--- src/rtl/time_pkg.sv ---
// Shared constants and types for the time-mode load block.
// Contents:
//   HEPT_MOD, TRIPL_MOD : default moduli of the heptal and triple fields
//   HEPT_W, TRIPL_W     : field widths
//   state_e             : mode FSM encoding (StRun = 0, StSet = 1)
package time_pkg;

  localparam int unsigned HEPT_MOD  = 7;
  localparam int unsigned TRIPL_MOD = 3;
  localparam int unsigned HEPT_W    = 3;
  localparam int unsigned TRIPL_W   = 2;

  typedef enum logic {
    StRun = 1'b0,
    StSet = 1'b1
  } state_e;

endpackage

--- src/rtl/time_mode_load_mod_counter.sv ---
// Modulo-N counter with synchronous load. Used for both time fields.
// Ports:
//   clk, rst  : clock, asynchronous active-high reset (count -> 0)
//   inc       : advance by one, wrapping at Modulus-1 -> 0
//   load      : load load_val (takes priority over inc)
//   load_val  : value to load; the caller guarantees it is in range
//   count     : registered count
//   wrap_out  : combinational, high when inc will wrap the count this cycle
module mod_counter #(
  parameter int unsigned Modulus = 7,
  parameter int unsigned Width   = 3
) (
  input  logic             clk,
  input  logic             rst,
  input  logic             inc,
  input  logic             load,
  input  logic [Width-1:0] load_val,
  output logic [Width-1:0] count,
  output logic             wrap_out
);

  localparam logic [Width-1:0] Max = Width'(Modulus - 1);

  logic [Width-1:0] count_q, count_d;
  logic             at_max;

  assign at_max   = (count_q == Max);
  assign wrap_out = inc && at_max;
  assign count    = count_q;

  always_comb begin
    count_d = count_q;
    if (load) begin
      count_d = load_val;
    end else if (inc) begin
      count_d = at_max ? '0 : count_q + 1'b1;
    end
  end

  always_ff @(posedge clk or posedge rst) begin
    if (rst) begin
      count_q <= '0;
    end else begin
      count_q <= count_d;
    end
  end

endmodule

--- src/rtl/time_mode_load.sv ---
// Time-mode field register with RUN/SET modes.
// In RUN, tick advances the heptal field; its wrap carries into the triple field.
// In SET, ld loads one field (selected by mod) from din after a range check.
// Ports:
//   clk, rst      : clock, asynchronous active-high reset
//   set_en        : 1 requests SET, 0 requests RUN
//   tick          : one-cycle advance pulse (RUN only)
//   mod           : load target, 0 = heptal, 1 = triple
//   ld            : one-cycle load strobe (SET only)
//   din           : load value
//   hept, tripl   : registered fields; {tripl, hept} feeds the output selector
//   ack, err      : registered one-cycle load accepted / rejected pulses
//   wrap          : registered one-cycle pulse when both fields wrap together
//   in_set        : high while in SET
module time_mode_load #(
  parameter int unsigned HEPT_MOD  = time_pkg::HEPT_MOD,
  parameter int unsigned TRIPL_MOD = time_pkg::TRIPL_MOD
) (
  input  logic       clk,
  input  logic       rst,
  input  logic       set_en,
  input  logic       tick,
  input  logic       mod,
  input  logic       ld,
  input  logic [2:0] din,
  output logic [2:0] hept,
  output logic [1:0] tripl,
  output logic       ack,
  output logic       err,
  output logic       wrap,
  output logic       in_set
);

  import time_pkg::*;

  localparam logic [2:0] HeptMax  = 3'(HEPT_MOD - 1);
  localparam logic [1:0] TriplMax = 2'(TRIPL_MOD - 1);

  state_e state_q, state_d;
  logic   ack_q, err_q, wrap_q;
  logic   hept_inc, hept_load, hept_wrap;
  logic   tripl_load, tripl_wrap;
  logic   load_req, load_ok;

  // Mode FSM: inputs are always judged in the current state, so a tick or ld
  // coinciding with a mode change is still honoured by the old mode.
  always_comb begin
    state_d = state_q;
    unique case (state_q)
      StRun: if (set_en)  state_d = StSet;
      StSet: if (!set_en) state_d = StRun;
      default: state_d = StRun;
    endcase
  end

  assign load_req   = (state_q == StSet) && ld;
  assign hept_load  = load_req && !mod && (din <= HeptMax);
  assign tripl_load = load_req && mod && !din[2] && (din[1:0] <= TriplMax);
  assign load_ok    = hept_load || tripl_load;
  assign hept_inc   = (state_q == StRun) && tick;

  mod_counter #(
    .Modulus (HEPT_MOD),
    .Width   (HEPT_W)
  ) u_hept (
    .clk      (clk),
    .rst      (rst),
    .inc      (hept_inc),
    .load     (hept_load),
    .load_val (din),
    .count    (hept),
    .wrap_out (hept_wrap)
  );

  // Triple field advances only on the heptal carry.
  mod_counter #(
    .Modulus (TRIPL_MOD),
    .Width   (TRIPL_W)
  ) u_tripl (
    .clk      (clk),
    .rst      (rst),
    .inc      (hept_wrap),
    .load     (tripl_load),
    .load_val (din[1:0]),
    .count    (tripl),
    .wrap_out (tripl_wrap)
  );

  always_ff @(posedge clk or posedge rst) begin
    if (rst) begin
      state_q <= StRun;
      ack_q   <= 1'b0;
      err_q   <= 1'b0;
      wrap_q  <= 1'b0;
    end else begin
      state_q <= state_d;
      ack_q   <= load_ok;
      err_q   <= load_req && !load_ok;
      wrap_q  <= tripl_wrap;
    end
  end

  assign ack    = ack_q;
  assign err    = err_q;
  assign wrap   = wrap_q;
  assign in_set = (state_q == StSet);

endmodule

--- config.mk ---
export PLATFORM = sky130hd
export DESIGN_NAME = time_mode_load
export DESIGN_NICKNAME = d
export VERILOG_FILES = /design/src/rtl/time_pkg.sv /design/src/rtl/time_mode_load_mod_counter.sv /design/src/rtl/time_mode_load.sv
export SDC_FILE = /design/constraint.sdc
export NUM_CORES = 1
export LEC_CHECK = 0
export ABC_AREA = 1
export CELL_PAD_IN_SITES_DETAIL_PLACEMENT = 0
export CELL_PAD_IN_SITES_GLOBAL_PLACEMENT = 2
export CORE_MARGIN = 3
export CORE_UTILIZATION = 22
export DETAILED_ROUTE_END_ITERATION = 10
export GPL_TIMING_DRIVEN = 0
export HOLD_SLACK_MARGIN = 0.08
export MAX_ROUTING_LAYER = met4
export PLACE_DENSITY_LB_ADDON = 0.05
export SYNTH_ARGS = -nofsm -noshare
export SYNTH_HDL_FRONTEND = slang
export SYNTH_SLANG_ARGS = --single-unit
--- constraint.sdc ---
create_clock -name clk -period 1.2 [get_ports clk]
set_input_delay 0.24 -clock clk [delete_from_list [all_inputs] [get_ports clk]]
set_output_delay 0.24 -clock clk [all_outputs]
set_load 0.005 [all_outputs]
==> flow_metrics.py <==
metrics = {
    "yosys": {
        "synthFlopType": "dfrtp_1",
        "syn_area_um2": 509,
        "synth.area.top_cells": "dfrtp_1, nand2_1, inv_1",
        "async_reset_ff_share_pct": 100,
        "synth_top_area_share_pct": 44.2,
        "syn_nets": 78,
        "syn_inst": 69,
        "yosys_warnings": 0,
        "synth_top_area_cell": "dfrtp_1",
        "syn_area_per_cell_um2": 7.38,
        "synth.distinct_cells": 13,
        "seq_area_frac_synth_pct": 44.2,
        "ys_seq_elements": 9,
        "synth_common_cells": "nand2_1, inv_1, dfrtp_1, nand3_1, nor2_1",
        "yosysMostFrequentCell": "nand2_1",
        "synth_edf_count": 0,
    },
    "floorplan": {
        "die_w_um": 54.1,
        "ioPinCount": 18,
        "die_height_um": 54.1,
        "die_area_um2": 2930,
        "start_util_pct": 24.5,
        "core-area_um2": 2080,
        "fp-row-count": 16,
    },
    "finish": {
        "antenna_cells": 0,
        "final_cells": 123,
        "syn_to_final_growth_pct": 55.3,
        "final_nets": 106,
        "utilization_pct": 38.0,
        "drive_gt1_share_pct": 21.9,
    },
    "place": {
        "dp_hpwl_um": 1000,
        "routabilityCongestion": 0.737,
        "port-buffer-count": 17,
        "dp.cells": 113,
    },
    "drt": {
        "wl_per_cell_um": 10.3,
        "drtAntennaViolNets": 0,
        "drc_errors": 0,
        "vias": 510,
        "viasPerCell": 4.15,
        "routed_wirelength_um": 1270,
        "dr.pass1.iters": 2,
        "drt-initial-drc-count": 1,
    },
    "clock_tree": {
        "clock-sinks": 9,
        "cts_buffers": 3,
        "root_buffer": "clkbuf_4",
        "path_clk_slew_ns": 0.06,
        "clock_latency_ns": 0.26,
        "clk_path_buf_depth": 2,
        "cts.htree.levels": 1,
        "cts_tree": "built",
    },
    "flow_run": {
        "drv_cap": 0,
    },
    "worst_setup_path": {
        "endpoint_kind": "output pin",
        "crit_slowest_cell": "dfrtp_1",
        "worstPathBufferInverterCount": 1,
        "worst_r2r_startpoint": "in_set$_DFF_PP0_",
        "worstSetupPathType": "register to output pin",
        "start_kind": "register",
        "r2r-end": "u_hept.count[2]$_DFFE_PP0P_",
        "critPathRequiredTime_ns": 0.96,
        "critPathArrivalTime_ns": 0.91,
        "critPathTopFamily": "flip-flops",
        "crit_path_cell_trace": "dlygate4sd2_1",
        "r2r_slack_ns": 0.11,
        "ff2ff_path_depth": 8,
        "crit_fanout": 2,
        "slowest_delay_ns": 0.38,
    },
    "timing": {
        "fin_crit_ns": 1.15,
        "relSlewSlack_pct": 77.1,
        "worst_slew_pin_slew_ns": 0.343,
        "rsz0062_at_grt": "false",
        "setup_violations": 0,
        "final.period_utilization_pct": 95.7,
        "finClkSkew_ns": 0.00185,
        "hold_viol": 0,
        "slew_viol_final": 0,
        "fmax_ghz": 0.871,
    },
    "grt": {
        "met1_usage_pct": 12.5,
        "grt-ovfl-total": 0,
        "grt_pass1_wl_um": 2180,
        "grt_max_degree": 10,
        "busiest_layer": "met2",
        "antenna_found_initial": 0,
        "grt_use_met2_pct": 17.7,
        "grt_usage_pct": 11.4,
        "grt_pass1_vias": 491,
        "met3_usage_pct": 4.43,
    },
    "power": {
        "power_leakage_nw": 0.428,
        "peakVddDrop_v": 0.000835,
        "powerDensity_nw_per_um2": 1370,
    },
    "hold_path": {
        "hold_path.class": "input pin to asynchronous set/reset pin",
    },
    "run_status": {
        "status": "completed",
    },
}
## through the flow
step	TNS, ns	total power [mW]	worst slack, ns	hold slack, ns	area (um^2)
after floorplan	0	0.595	0.255	0.0679	509
after global placement	-1.43	0.794	-0.232	0.521	713
after detailed placement	-1.47	0.792	-0.235	0.506	713
after CTS	0	1.08	0.0315	0.247	774
after global routing	0	1.19	0.00482	0.256	791
final	0	1.08	0.0520	0.238	791
## worst max path at each step
stage,from,cells past startpoint,endpoint,slack (ns)
2_1_floorplan,u_hept.count[1]$_DFFE_PP0P_,5,u_tripl.count[0]$_DFFE_PP0P_,0.26
3_3_place_gp,mod,6,u_tripl.count[1]$_DFFE_PP0P_,-0.23
3_5_place_dp,mod,6,u_tripl.count[1]$_DFFE_PP0P_,-0.24
4_1_cts,u_tripl.count[1]$_DFFE_PP0P_,1,tripl[1],0.03
5_1_grt,u_tripl.count[1]$_DFFE_PP0P_,1,tripl[1],0.005
6_report,u_tripl.count[0]$_DFFE_PP0P_,1,tripl[0],0.05
## power breakdown
part	internal, mW	leakage, nW	switching, mW	total, mW
Combinational	0.228	0.300	0.220	0.448
Clock	0.128	0.0150	0.110	0.238
Sequential	0.367	0.113	0.0300	0.397
## kinds of logic after synthesis
| family | after synthesis | share of synthesized area, % |
|---|---|---|
| AND/OR/NAND/NOR | 46 | 42.3 |
| buffers and inverters | 12 | 8.84 |
| flip-flops | 9 | 44.2 |
| AO/OA/AOI/OAI | 2 | 4.67 |
## per-layer routing
layer  share of wire [%]  vias up
met3                 5.7        4
met2                  47       12
met1                  45      226
li1                    -      268
met5                   0        -
met4                 1.7        0
## cell type report
cell class,instances,area (um^2)
fillers,235,1290
multi-input cells,48,254
flip-flops and latches,9,226
repair buffers,23,205
inverters,12,45.0
well taps,27,33.8
clock buffers,4,26.3
## placed cells by master, fill, tap and decap left out
| cell | instances |
|---|---|
| nand2_1 | 19 |
| inv_1 | 12 |
| nand3_1 | 8 |
| dfrtp_1 | 8 |
| clkdlybuf4s50_1 | 8 |
| dlygate4sd2_1 | 8 |
| buf_4 | 6 |
| nor2_1 | 5 |
| nand2_2 | 4 |
| nor2_2 | 3 |
| nand4_1 | 3 |
| clkbuf_4 | 3 |
| nor2_4 | 2 |
| nand3_2 | 1 |
| o21ai_4 | 1 |
| o211ai_1 | 1 |
| nor3_1 | 1 |
| clkbuf_1 | 1 |
| clkdlybuf4s15_1 | 1 |
| dfrtp_2 | 1 |
## registers in the layout, indices dropped and copies added (netlist names)
register / count
wrap: 1
ack: 1
u_tripl.count: 2
u_hept.count: 3
in_set: 1
err: 1
## repair_timing
item | 4_1_cts | 5_1_grt
gates cloned | 0 | 0
hold buffers | 0 | 0
hold endpoints to repair | 0 | 0
setup endpoints to repair | 9 | 6
gates resized for setup | 10 | 6
pin swaps | 0 | 1
buffers inserted | 6 | 0
No activity file was read; power rests on OpenSTA's default activity.
